==> src/rtl/lut_access_ctrl.sv <==
// Arbitrated controller for the small f/g lookup table: one shared access port,
// a configuration writer and a lookup reader, round-robin between the two.
module lut_access_ctrl #(
  parameter int DEPTH = 6,
  parameter int WIDTH = 2,
  parameter int AW    = 3
) (
  input  logic             Clock,
  input  logic             Resetn,
  input  logic             wr_req,
  input  logic [AW-1:0]    wr_addr,
  input  logic [WIDTH-1:0] wr_data,
  output logic             wr_gnt,
  input  logic             rd_req,
  input  logic [AW-1:0]    rd_addr,
  output logic             rd_gnt,
  output logic             rd_valid,
  output logic             f,
  output logic             g,
  output logic             busy,
  output logic             err,
  output logic [1:0]       dbg_state
);

  localparam logic [1:0] S_IDLE = 2'd0;
  localparam logic [1:0] S_WR   = 2'd1;
  localparam logic [1:0] S_RD   = 2'd2;
  localparam logic [1:0] S_RESP = 2'd3;

  localparam logic [AW:0] DEPTH_C = (AW+1)'(DEPTH);

  // Handshake: a requester raises req with addr/data stable and holds it until
  // its one-cycle gnt; addr/data are sampled only on the IDLE edge that grants.
  // A req still high when the FSM is back in IDLE counts as a new request.

  logic [1:0]       state_q, state_d;
  logic [AW-1:0]    addr_q, addr_d;
  logic [WIDTH-1:0] data_q, data_d;
  logic             prio_rd_q, prio_rd_d;
  logic [WIDTH-1:0] table_q [DEPTH];
  logic [WIDTH-1:0] rd_entry;

  function automatic logic in_range(input logic [AW-1:0] a);
    return ({1'b0, a} < DEPTH_C);
  endfunction

  function automatic logic [WIDTH-1:0] default_entry(input int idx);
    case (idx)
      0:       return WIDTH'(2'b01);
      1:       return WIDTH'(2'b10);
      2:       return WIDTH'(2'b11);
      3:       return WIDTH'(2'b00);
      4:       return WIDTH'(2'b01);
      5:       return WIDTH'(2'b11);
      default: return '0;
    endcase
  endfunction

  always_comb begin
    state_d   = state_q;
    addr_d    = addr_q;
    data_d    = data_q;
    prio_rd_d = prio_rd_q;
    case (state_q)
      S_IDLE: begin
        // Write wins when it is the only requester or when it holds priority.
        if (wr_req && (!rd_req || !prio_rd_q)) begin
          state_d   = S_WR;
          addr_d    = wr_addr;
          data_d    = wr_data;
          prio_rd_d = 1'b1;
        end else if (rd_req) begin
          state_d   = S_RD;
          addr_d    = rd_addr;
          prio_rd_d = 1'b0;
        end
      end
      S_WR:    state_d = S_IDLE;
      S_RD:    state_d = S_RESP;
      default: state_d = S_IDLE;
    endcase
  end

  always_comb begin
    rd_entry = '0;
    if (in_range(addr_q)) rd_entry = table_q[addr_q];
  end

  always_ff @(posedge Clock or negedge Resetn) begin
    if (!Resetn) begin
      state_q   <= S_IDLE;
      addr_q    <= '0;
      data_q    <= '0;
      prio_rd_q <= 1'b0;
    end else begin
      state_q   <= state_d;
      addr_q    <= addr_d;
      data_q    <= data_d;
      prio_rd_q <= prio_rd_d;
    end
  end

  always_ff @(posedge Clock or negedge Resetn) begin
    if (!Resetn) begin
      for (int i = 0; i < DEPTH; i++) table_q[i] <= default_entry(i);
    end else if (state_q == S_WR && in_range(addr_q)) begin
      table_q[addr_q] <= data_q;
    end
  end

  // Outputs are decoded from the next state so each one is a flop aligned
  // with the state it describes.
  always_ff @(posedge Clock or negedge Resetn) begin
    if (!Resetn) begin
      wr_gnt   <= 1'b0;
      rd_gnt   <= 1'b0;
      rd_valid <= 1'b0;
      busy     <= 1'b0;
      err      <= 1'b0;
      f        <= 1'b0;
      g        <= 1'b0;
    end else begin
      wr_gnt   <= (state_d == S_WR);
      rd_gnt   <= (state_d == S_RD);
      rd_valid <= (state_d == S_RESP);
      busy     <= (state_d != S_IDLE);
      err      <= ((state_d == S_WR) || (state_d == S_RD)) && !in_range(addr_d);
      if (state_q == S_RD) begin
        f <= rd_entry[1];
        g <= rd_entry[0];
      end
    end
  end

  assign dbg_state = state_q;

endmodule
==> config.mk <==
export PLATFORM = sky130hd
export DESIGN_NAME = lut_access_ctrl
export DESIGN_NICKNAME = d
export VERILOG_FILES = /design/src/rtl/lut_access_ctrl.sv
export SDC_FILE = /design/constraint.sdc
export NUM_CORES = 1
export LEC_CHECK = 0
export ABC_AREA = 1
export BUFFER_PORTS_ARGS = -buffer_cell sky130_fd_sc_hd__buf_4
export CAP_MARGIN = 20
export CELL_PAD_IN_SITES_DETAIL_PLACEMENT = 1
export CELL_PAD_IN_SITES_GLOBAL_PLACEMENT = 2
export CORE_ASPECT_RATIO = 0.6
export CORE_MARGIN = 2
export CORE_UTILIZATION = 31
export CTS_BUF_LIST = sky130_fd_sc_hd__clkbuf_4
export CTS_CLUSTER_SIZE = 16
export DETAILED_ROUTE_END_ITERATION = 8
export PLACE_DENSITY_LB_ADDON = 0.1
export SETUP_SLACK_MARGIN = 0.4
export SLEW_MARGIN = 10
export SYNTH_ARGS = -nofsm -noshare
export SYNTH_HDL_FRONTEND = slang
export SYNTH_SLANG_ARGS = --single-unit
export TNS_END_PERCENT = 5
==> constraint.sdc <==
create_clock -name Clock -period 1.4 [get_ports Clock]
set_clock_uncertainty 0.05 [all_clocks]
set_input_delay 0.28 -clock Clock [delete_from_list [all_inputs] [get_ports Clock]]
set_output_delay 0.28 -clock Clock [all_outputs]
set_load 0.02 [all_outputs]
==> results of run 1 <==
worst max-delay path by stage:
stage          cells after the start  endpoint  slack (ns)          from
2_1_floorplan                      8       err       -0.01     prio_rd_q
3_3_place_gp                       9       err       -0.05        rd_req
3_5_place_dp                       9       err       -0.12        rd_req
4_1_cts                            8       err       -0.04     prio_rd_q
5_1_grt                            8       err       -0.10     prio_rd_q
6_report                           7       err      -0.007  dbg_state[0]
per-layer routing:
layer | part of all wire (%) | up-vias | wire length, um
met5 | 0 | - | 0
met2 | 44 | 13 | 1390
met3 | 2.9 | 2 | 92
met1 | 52 | 544 | 1660
li1 | - | 545 | -
met4 | 0.41 | 0 | 13
what timing repair did:
action,in CTS,in global routing
buffers inserted,3,0
setup endpoints to repair,35,35
pin swaps,34,8
hold buffers,1,0
gates resized for setup,36,5
hold endpoints to repair,20,0
cells by family after synthesis:
family                     Yosys count
and+or+nand+nor                     72
AOI/OAI and AO/OA                   21
DFF                                 27
adders and majority gates            3
buffers and inverters               24
worst max-delay path, cell delays in order, from the launching register on:
cell	delay (ns)
dfrtp_2	0.52
nor2_4	0.14
nand2_2	0.08
nand2_2	0.08
inv_2	0.04
ha_1	0.26
nand4_1	0.07
nor2_1	0.11
final cells by class:
cell class | instances | area [sq um] | share of cell area (%)
inverter | 23 | 90.1 | 4.97
tap | 50 | 62.6 | 3.45
clock inverter | 1 | 7.51 | 0.414
clock buffer | 3 | 22.5 | 1.24
multi-input combinational | 96 | 627 | 34.6
sequential | 27 | 687 | 37.9
timing repair buffer | 36 | 318 | 17.5
synth_stat cells:
cell type  number  area [sq um]
inv_1          20          75.1
dfrtp_1        20           500
ha_1            3          37.5
nand4_1         1          6.26
o31ai_1         1          7.51
nand2_1        43           161
nor2_4          2          22.5
and3_1          1          6.26
inv_2           2          7.51
a21oi_4         1          16.3
nor2_2          2          12.5
o21bai_1        2          15.0
o21ai_1        12          60.1
nand3_2         6          60.1
o21ai_0         3          15.0
nor2_1          5          18.8
buf_2           1          5.00
clkinv_1        1          3.75
nand3_1        12          60.1
a21oi_1         2          10.0
dfstp_2         7           184
power breakdown:
group | switching (mW) | leakage [nW] | internal, mW | total (mW)
combinational | 1.17 | 0.542 | 0.899 | 2.07
clock | 0.251 | 0.0139 | 0.110 | 0.361
sequential | 0.301 | 0.318 | 1.20 | 1.50
state kept, by name, indices dropped and copies added (netlist names):
register / flops
prio_rd_q: 1
busy: 1
rd_gnt: 1
data_q: 2
dbg_state: 2
rd_valid: 1
wr_gnt: 1
f: 1
err: 1
addr_q: 3
table_q: 12
g: 1
per-stage QoR:
step / worst slack, ns / TNS, ns / hold slack, ns
after floorplan: -0.0139 / -0.0139 / -0.0656
after CTS: -0.0387 / -0.0387 / 0.135
after global placement: -0.0467 / -0.0467 / 0.162
after global routing: -0.104 / -0.465 / 0.157
after detailed placement: -0.122 / -0.134 / 0.163
final: -0.00672 / -0.00672 / 0.141
==> flow_summary.json, run 1 <==
{
  "die_w_um": 87.1,
  "chipHeight_um": 53.9,
  "gp_congestion": 0.681,
  "wl_per_cell_um": 13.4,
  "setup_violations": 1,
  "powerDensity_nw_per_um2": 2170,
  "grt_use_total_pct": 15.2,
  "max_cap_viol_count": 0,
  "dp.cells": 228,
  "rsz0062_at_grt": "true",
  "yosys_warnings": 0,
  "placed_cell_area_sq_um": 1610,
  "status": "complete, but fails checks",
  "worst_slew_pin_slew_ns": 0.357,
  "synthAdderAreaFrac_pct": 2.92,
  "synthXorXnorAreaFrac_pct": 0,
  "tritoncts": "built",
  "layout_commonest_cell": "nand2_1",
  "worstSetupPathType": "reg -> reg",
  "yosys-mux-area-fraction_pct": 0,
  "synthDistinctLibCells": 21,
  "end_kind": "flop",
  "path_clk_slew_ns": 0.16,
  "max_clock_freq_ghz": 0.711,
  "use_met1_pct": 22.1,
  "syn_area_sq_um": 1280,
  "syn_area_per_cell_sq_um": 8.74,
  "min_period_ns": 1.41,
  "htreeDepth": 1,
  "met2_usage_pct": 23.2,
  "drtIter0Drc": 39,
  "drtAntennaViolNets": 0,
  "rows": 18,
  "drc": 0,
  "syn2layout_area_growth_pct": 41.2,
  "relSlewSlack_pct": 76.2,
  "reg2regPathDepth": 7,
  "coreArea_sq_um": 4050,
  "min-delay-start": "wr_data[0]",
  "ys_seq_area_share_pct": 53.3,
  "n_fill_cell": 474,
  "ios": 21,
  "avgViaCountPerCell": 4.68,
  "dr.pass1.iters": 3,
  "grt_pass1_vias": 1115,
  "clock-sinks": 27,
  "finalPower_mw": 3.94,
  "drive_above_1_share_pct": 46.2,
  "fin_util_pct": 44.8,
  "synth-compound-area-share_pct": 9.64,
  "grt_busiest_layer": "met2",
  "hold_viol_final": 0,
  "grt_antenna_before_repair": 0,
  "syn_inst": 147,
  "worstPathRequired_ns": 1.64,
  "cts_buffers": 3,
  "ys_seq_elements": 27,
  "vias": 1104,
  "dp.final_hpwl_um": 2440,
  "reg2reg_to": "err",
  "finalNonFillerCells": 236,
  "synth_top_family_by_area": "simple AND/OR/NAND/NOR gates",
  "reg2reg_slack_ns": -0.007,
  "clkLatencyLatePin_ns": 0.34,
  "routed_wirelength_um": 3150,
  "cp.arrival_ns": 1.64,
  "power_leakage_nw": 0.874,
  "dieArea_sq_um": 4690,
  "slew_violations": 0,
  "regToRegStartpoint": "dbg_state[0]",
  "violations": "setup timing",
  "grt_start_max_net_pins": 28,
  "overflow": 0,
  "hold_path_class": "in -> reg",
  "cts_buffer_depth": 2,
  "cts_root_buf": "clkbuf_4",
  "start_util_pct": 31.7,
  "portBuffers": 20,
  "grtUsageMet3_pct": 4.14,
  "start_kind": "flop",
  "layout_setup_ws_ns": -0.00672,
  "post-route-cell-area_sq_um": 1810,
  "finalNetCount": 202,
  "syn-num-nets": 162,
  "final_cell_mix": "35 x nand2_1, 23 x buf_4, 18 x dfrtp_1",
  "critPathMaxFanout": 5,
  "synth-simple-area-share_pct": 27.1,
  "fin_crit_sh_pct": 100,
  "grt_pass1_wl_um": 5340,
  "hold_depth": 3,
  "vdd_drop_max_mv": 0.675,
  "num_antenna_cells": 0,
  "hold-path-endpoint": "data_q[0]"
}
(Power assumes the default switching activity.)
==> run 2: changes to the inputs <==
--- a/config.mk
+++ b/config.mk
@@ -16,7 +16,7 @@
 export CTS_BUF_LIST = sky130_fd_sc_hd__clkbuf_4
 export CTS_CLUSTER_SIZE = 16
 export DETAILED_ROUTE_END_ITERATION = 8
-export PLACE_DENSITY_LB_ADDON = 0.1
+export PLACE_DENSITY = 0.84
 export SETUP_SLACK_MARGIN = 0.4
 export SLEW_MARGIN = 10
 export SYNTH_ARGS = -nofsm -noshare
==> flow_summary.json, run 2 (synthesis results as in run 1) <==
{
  "fin_crit_sh_pct": 106,
  "grt_start_max_net_pins": 28,
  "path_clk_slew_ns": 0.14,
  "placed_cell_area_sq_um": 1610,
  "post-route-cell-area_sq_um": 1890,
  "rsz0062_at_grt": "true",
  "n_fill_cell": 471,
  "num_antenna_cells": 0,
  "cts_buffer_depth": 2,
  "cp.arrival_ns": 1.70,
  "start_util_pct": 31.7,
  "slew_violations": 0,
  "die_w_um": 87.1,
  "setup_violations": 2,
  "start_kind": "flop",
  "drtIter0Drc": 39,
  "min_period_ns": 1.48,
  "dp.cells": 228,
  "top_regs": "table_q (12), addr_q (3)",
  "grt_use_total_pct": 15.4,
  "layout_commonest_cell": "nand2_1",
  "htreeDepth": 1,
  "chipHeight_um": 53.9,
  "coreArea_sq_um": 4050,
  "drc": 0,
  "hold_path_class": "in -> reg",
  "worstSetupPathType": "reg -> reg",
  "grt_antenna_before_repair": 0,
  "layout_setup_ws_ns": -0.0807,
  "tritoncts": "built",
  "status": "complete, but fails checks",
  "power_leakage_nw": 0.893,
  "routed_wirelength_um": 3420,
  "clkLatencyLatePin_ns": 0.34,
  "grt_pass1_vias": 1089,
  "ios": 21,
  "vdd_drop_max_mv": 0.659,
  "portBuffers": 20,
  "max_cap_viol_count": 0,
  "multiInputGateArea_sq_um": 671,
  "worst_slew_pin_slew_ns": 0.352,
  "finalNonFillerCells": 238,
  "cts_buffers": 3,
  "relSlewSlack_pct": 76.6,
  "drive_above_1_share_pct": 50.0,
  "hold_viol_final": 0,
  "dr.pass1.iters": 4,
  "dieArea_sq_um": 4690,
  "largest-register": "table_q",
  "overflow": 0,
  "largest_reg_flops": 12,
  "vias": 1114,
  "gp_congestion": 0.757,
  "grt_pass1_wl_um": 5290,
  "critPathMaxFanout": 3,
  "violations": "setup timing",
  "max_clock_freq_ghz": 0.675,
  "end_kind": "flop",
  "finalPower_mw": 4.24,
  "finalNetCount": 204,
  "wl_per_cell_um": 14.4,
  "final_cell_mix": "32 x nand2_1, 20 x buf_4, 17 x dfrtp_1, 17 x buf_6",
  "final-seq-area_sq_um": 688,
  "rows": 18,
  "fin_util_pct": 46.7,
  "syn2layout_area_growth_pct": 47.3,
  "dp.final_hpwl_um": 2600,
  "worstPathRequired_ns": 1.62,
  "drtAntennaViolNets": 0,
  "cts_root_buf": "clkbuf_4",
  "powerDensity_nw_per_um2": 2240,
  "clock-sinks": 27,
  "avgViaCountPerCell": 4.68
}
run 2: cell count changes in the layout (fill, tap and decap cells not counted), moves of 2 or more:
cell | previous run | this run
o21ai_2 | 5 | 1
inv_1 | 15 | 13
buf_6 | 12 | 17
o21ai_1 | 10 | 13
nand2_1 | 35 | 32
buf_4 | 23 | 20
nand3_1 | 11 | 9
nand2_2 | 5 | 7
run 2: critical path, cell delays in order (launching register included):
cell,delay [ns]
dfrtp_1,0.39
nand2_2,0.08
nand2_2,0.09
inv_4,0.05
o31ai_4,0.24
inv_2,0.09
ha_4,0.26
nand4_1,0.06
nor2_1,0.10
run 2: final timing paths:
check | startpoint | to | slack, ns | cells past startpoint
setup / recovery | prio_rd_q | err | -0.08 | 8
hold / removal | wr_data[1] | data_q[1] | 0.14 | 3
setup reg to reg | prio_rd_q | err | -0.08 | 8
hold reg to reg | table_q[7] | table_q[7] | 0.44 | 2
max in group asynchronous | Resetn | table_q[6] | 0.67 | 2
min in group asynchronous | Resetn | rd_valid | 0.31 | 2
run 2: metal layers:
| layer | track usage, % | routed length (um) |
|---|---|---|
| met5 | 0 | 0 |
| met4 | 4.62 | 44 |
| met2 | 22.9 | 1580 |
| met3 | 4.29 | 112 |
| met1 | 22.0 | 1680 |
run 2: what timing repair did:
action / in CTS / in global routing
resized for setup: 42 / 14
setup buffers: 2 / 3
setup endpoints to repair: 35 / 35
hold buffers: 1 / 0
hold endpoints to repair: 20 / 0
pin swaps: 24 / 14
run 2: area by class of cell:
type	count	share of cell area [%]
flip-flops and latches	27	36.4
multi-input cells	96	35.4
repair buffers	38	18.6
inverters	23	4.89
well taps	50	3.30
clock buffers	3	1.19
clock inverters	1	0.264
run 2: through the flow:
| stage | hold WS [ns] | setup TNS [ns] | worst slack (ns) |
|---|---|---|---|
| 2_1_floorplan | -0.0656 | -0.0139 | -0.0139 |
| 3_5_place_dp | 0.166 | -0.228 | -0.156 |
| 4_1_cts | 0.141 | -0.0377 | -0.0377 |
| 5_1_grt | 0.117 | -0.866 | -0.173 |
| 3_3_place_gp | 0.159 | -0.0335 | -0.0335 |
| 6_report | 0.139 | -0.124 | -0.0807 |
run 2: power by group:
group | switching (mW) | internal (mW) | total [mW]
clock | 0.244 | 0.108 | 0.352
combinational | 1.31 | 1.07 | 2.38
sequential | 0.305 | 1.21 | 1.51
total | 1.86 | 2.38 | 4.24
